--- src/rtl/led_fader.sv ---
// Triangle-wave LED fader: ramps a brightness level up, holds, ramps down, and
// publishes per-channel shifted compare values to pwm units on each pwm_sync.
module led_fader #(
    parameter int CTR_LEN    = 8,
    parameter int CH         = 8,
    parameter int TICK_DIV   = 50000,
    parameter int HOLD_TICKS = 64
) (
    input  logic                  clk,
    input  logic                  rst_n,
    input  logic                  en,
    input  logic                  pwm_sync,
    output logic [CH*CTR_LEN-1:0] compare,
    output logic                  compare_valid,
    output logic [1:0]            state
);

    typedef enum logic [1:0] {
        IDLE = 2'b00,
        RISE = 2'b01,
        HOLD = 2'b10,
        FALL = 2'b11
    } state_t;

    localparam int PW = $clog2(TICK_DIV);
    localparam int HW = $clog2(HOLD_TICKS + 1);
    localparam logic [PW-1:0] PS_LAST   = PW'(TICK_DIV - 1);
    localparam logic [HW-1:0] HOLD_LAST = HW'(HOLD_TICKS - 1);

    state_t               cur, nxt;
    logic [PW-1:0]        ps_q, ps_d;
    logic                 tick;
    logic [CTR_LEN-1:0]   lvl_q, lvl_d;
    logic [HW-1:0]        hold_q, hold_d;
    logic [CH*CTR_LEN-1:0] shadow;

    // Prescaler parks at 0 in IDLE so the first tick lands TICK_DIV cycles later.
    always_comb begin
        tick = (cur != IDLE) && (ps_q == PS_LAST);
        ps_d = (cur == IDLE || tick) ? '0 : ps_q + 1'b1;
    end

    always_comb begin
        nxt    = cur;
        lvl_d  = lvl_q;
        hold_d = hold_q;
        case (cur)
            IDLE: begin
                lvl_d = '0;
                if (en) nxt = RISE;
            end
            RISE: begin
                if (!en) begin
                    nxt = FALL;
                end else if (tick) begin
                    lvl_d = lvl_q + 1'b1;
                    if (&lvl_d) begin
                        nxt    = HOLD;
                        hold_d = '0;
                    end
                end
            end
            HOLD: begin
                if (!en) begin
                    nxt = FALL;
                end else if (tick) begin
                    if (hold_q == HOLD_LAST) nxt = FALL;
                    else hold_d = hold_q + 1'b1;
                end
            end
            FALL: begin
                // en is deliberately ignored here: a fade-out always completes.
                if (tick) begin
                    if (lvl_q <= CTR_LEN'(1)) begin
                        lvl_d = '0;
                        nxt   = en ? RISE : IDLE;
                    end else begin
                        lvl_d = lvl_q - 1'b1;
                    end
                end
            end
            default: nxt = IDLE;
        endcase
    end

    always_ff @(posedge clk or negedge rst_n) begin
        if (!rst_n) begin
            cur    <= IDLE;
            ps_q   <= '0;
            lvl_q  <= '0;
            hold_q <= '0;
        end else begin
            cur    <= nxt;
            ps_q   <= ps_d;
            lvl_q  <= lvl_d;
            hold_q <= hold_d;
        end
    end

    assign state = cur;

    genvar i;
    generate
        for (i = 0; i < CH; i++) begin : g_shadow
            if (i < CTR_LEN) begin : g_live
                assign shadow[i*CTR_LEN +: CTR_LEN] = lvl_q >> i;
            end else begin : g_zero
                assign shadow[i*CTR_LEN +: CTR_LEN] = '0;
            end
        end
    endgenerate

    // Publishing samples the pre-edge level, so a coincident tick shows up one sync later.
    always_ff @(posedge clk or negedge rst_n) begin
        if (!rst_n) begin
            compare       <= '0;
            compare_valid <= 1'b0;
        end else begin
            if (pwm_sync) compare <= shadow;
            compare_valid <= pwm_sync;
        end
    end

endmodule

--- config.mk ---
export PLATFORM = sky130hd
export DESIGN_NAME = led_fader
export DESIGN_NICKNAME = d
export VERILOG_FILES = /design/src/rtl/led_fader.sv
export SDC_FILE = /design/constraint.sdc
export NUM_CORES = 1
export LEC_CHECK = 0
export ABC_AREA = 1
export BUFFER_PORTS_ARGS = -buffer_cell sky130_fd_sc_hd__buf_2
export CAP_MARGIN = 10
export CORE_ASPECT_RATIO = 1.2
export CORE_MARGIN = 2
export CORE_UTILIZATION = 47
export DETAILED_ROUTE_END_ITERATION = 8
export GPL_TIMING_DRIVEN = 0
export HOLD_SLACK_MARGIN = 0.02
export PLACE_DENSITY = 0.69
export SLEW_MARGIN = 25
export SYNTH_ARGS = -nofsm -noshare
export SYNTH_HDL_FRONTEND = slang
export SYNTH_SLANG_ARGS = --single-unit
--- constraint.sdc ---
create_clock -name clk -period 3.4 [get_ports clk]
set_clock_uncertainty 0.15 [all_clocks]
set_input_delay 0.34 -clock clk [delete_from_list [all_inputs] [get_ports clk]]
set_output_delay 0.34 -clock clk [all_outputs]
set_load 0.05 [all_outputs]
==> results.json <==
{
  "synth_top_area_share": 0.351,
  "io_buffers": 42,
  "synth_area_leader_cell": "dfrtp_1",
  "wl_per_cell_um": 10.3,
  "synth_compound_area_frac": 0.0823,
  "critical_path_class": "flip-flop to flip-flop",
  "drtIter0Drc": 93,
  "p_switching_mw": 1.22,
  "first_pass_iters": 4,
  "synthFlopType": "dfrtp_1",
  "grt_pass1_wl_um": 10400,
  "final_hold_viol_count": 0,
  "antenna_cells": 0,
  "syn-instance-count": 398,
  "clock_path_buffers": 2,
  "fin_setup_tns_ps": 0,
  "drive_above_1_share": 0.273,
  "die_w_um": 76.9,
  "clk_latency_ps": 290,
  "max_slew_margin": 0.636,
  "synth_cell_types": 35,
  "antenna_left": 0,
  "switching_share": 0.472,
  "clkSlewWorstSetupHoldPaths_ps": 80,
  "yosysWarnings": 0,
  "power.leakage_nw": 1.92,
  "synth_xor_area_frac": 0.0322,
  "p_int_mw": 1.36,
  "period_minus_slack_ps": 2240,
  "worstPathRequired_ps": 3440,
  "layout.nets": 491,
  "max_freq_mhz": 446,
  "num_rows": 31,
  "overflow": 0,
  "ys_seq_elements": 42,
  "yosys.area_share.simple": 0.265,
  "synth_edf_count": 0,
  "cts_tree": "done",
  "antenna_found_initial": 0,
  "slew_violations": 0,
  "die-area_um2": 7030,
  "whs_ps": 312,
  "power_frac_seq": 0.257,
  "final_common_cell": "nand2_1",
  "setup_viol": 0,
  "vias_per_cell": 4.53,
  "cp_max_fo": 9,
  "synth_area_um2": 2990,
  "clkPwrFrac": 0.189,
  "most-common-layout-cells": "nand2_1 (73), buf_4 (58), nor2_1 (52), inv_1 (44)",
  "power_density_nw_per_um2": 721,
  "cap_violations": 0,
  "status": "finished, final reports clean",
  "post-dp-hpwl_um": 4460,
  "core_um2": 6090,
  "rsz0062_at_grt": "no",
  "syn_avg_cell_area_um2": 7.52,
  "wl_um": 5780,
  "hold_class": "flip-flop to flip-flop",
  "grtUsageTotal": 0.178,
  "share_comb_of_total_power": 0.554,
  "boundaryPins": 71,
  "htree_levels": 2,
  "start_util": 0.492,
  "arrival_ps": 2280,
  "clock-sinks": 42,
  "worstMarginPinSlew_ps": 546,
  "fin_util": 0.587,
  "seq_area_frac_synth": 0.351,
  "synth_fa_ha_area_frac": 0.0460,
  "muxShareOfSynthArea": 0,
  "ys_async_sr_fraction": 1.00,
  "syn_to_final_growth_pct": 19.3,
  "ctsRootBufferMaster": "clkbuf_8",
  "drc": 0,
  "post_cts_buffers": 0,
  "cp-end-kind": "flip-flop",
  "grt_pass1_vias": 2426,
  "grt_max_degree": 43,
  "vias": 2535,
  "critPathLaunchType": "flip-flop",
  "ir_drop_mv": 0.412,
  "synth_top_family_by_area": "simple AND/OR/NAND/NOR gates",
  "die_h_um": 91.4,
  "power.total_mw": 2.58,
  "gp_congestion": 0.915,
  "cts_made_buffers": 5,
  "period_share": 0.659,
  "ys_top_cells_by_area": "dfrtp_1 (35%), buf_4 (14%), nand2_1 (9.2%)"
}
[worst paths after layout]
| path | cells after the start | start | to | slack (ps) |
|---|---|---|---|---|
| worst max-delay path | 9 | state[1] | hold_q[2] | 1160 |
| worst min-delay path | 1 | ps_q[0] | ps_q[0] | 310 |
| worst max register to register | 9 | state[1] | hold_q[2] | 1160 |
| worst min register to register | 1 | ps_q[0] | ps_q[0] | 310 |
| max in group asynchronous | 2 | rst_n | ps_q[7] | 2310 |
| min in group asynchronous | 2 | rst_n | ps_q[11] | 420 |
[cell type report]
type	instances	area (µm²)
tap	82	103
fill	599	2520
sequential	42	1050
clock buffer	6	82.6
multi-input combinational	272	1380
buffer	63	483
clock inverter	2	60.1
inverter	48	181
timing repair buffer	44	233
[sequential cells by signal, indices dropped and copies added (netlist names)]
register       count
state              2
compare_valid      1
ps_q              16
hold_q             7
compare            8
lvl_q              8
[per-stage QoR]
stage	setup slack [ps]	instances	instance area (µm²)
floorplan	1270	425	3100
global placement	1220	549	3410
detailed placement	1160	549	3410
CTS	1150	558	3560
global route	955	559	3570
finish	1160	559	3570
[repair_timing]
item	CTS	global route
hold endpoints to repair	1	42
hold buffers	1	1
resized for setup	0	0
[synthesized netlist by cell type (4+ instances only)]
| library cell | count |
|---|---|
| nor3_1 | 8 |
| nand2_1 | 73 |
| nand4_1 | 7 |
| a21oi_1 | 14 |
| xor2_1 | 8 |
| o21ai_0 | 12 |
| ha_1 | 11 |
| o21ai_2 | 4 |
| inv_1 | 44 |
| buf_4 | 57 |
| o22ai_1 | 4 |
| dfrtp_1 | 42 |
| nor2_1 | 52 |
| nand3_1 | 22 |
| nor2_2 | 4 |
[power groups by stage]
stage	sequential, mW	combinational (mW)	clock (mW)
after global placement	0.671	1.41	0
after floorplan	0.771	1.07	0
after global routing	0.679	1.56	0.523
after CTS	0.666	1.43	0.502
final	0.663	1.43	0.486
after detailed placement	0.676	1.42	0
[cells by family (layout without fill, tap and decap cells)]
logic type	Yosys count	count (layout)
AO/OA/AOI/OAI	42	42
XOR/XNOR	11	11
adder cells (fa/ha/maj)	11	11
buffers and inverters	111	163
flip-flops	42	42
other	1	28
AND/OR/NAND/NOR	180	180
[critical path: stages (launching register included)]
cell	delay [ps]
dfrtp_1	420
inv_1	110
ha_1	350
inv_2	170
a21oi_1	210
nand4_1	160
nor2_2	250
nand3_1	170
nand2_1	100
nor2_1	40
[routing by layer]
layer	share of wire	wire, µm	vias to the layer above	GRT usage
li1	-	-	1330	-
met1	0.44	2560	1135	0.213
met2	0.49	2860	63	0.325
met3	0.050	290	7	0.0308
met4	0.013	76	0	0.0500
met5	0	0	-	0
No activity file was read; power rests on OpenSTA's default activity.
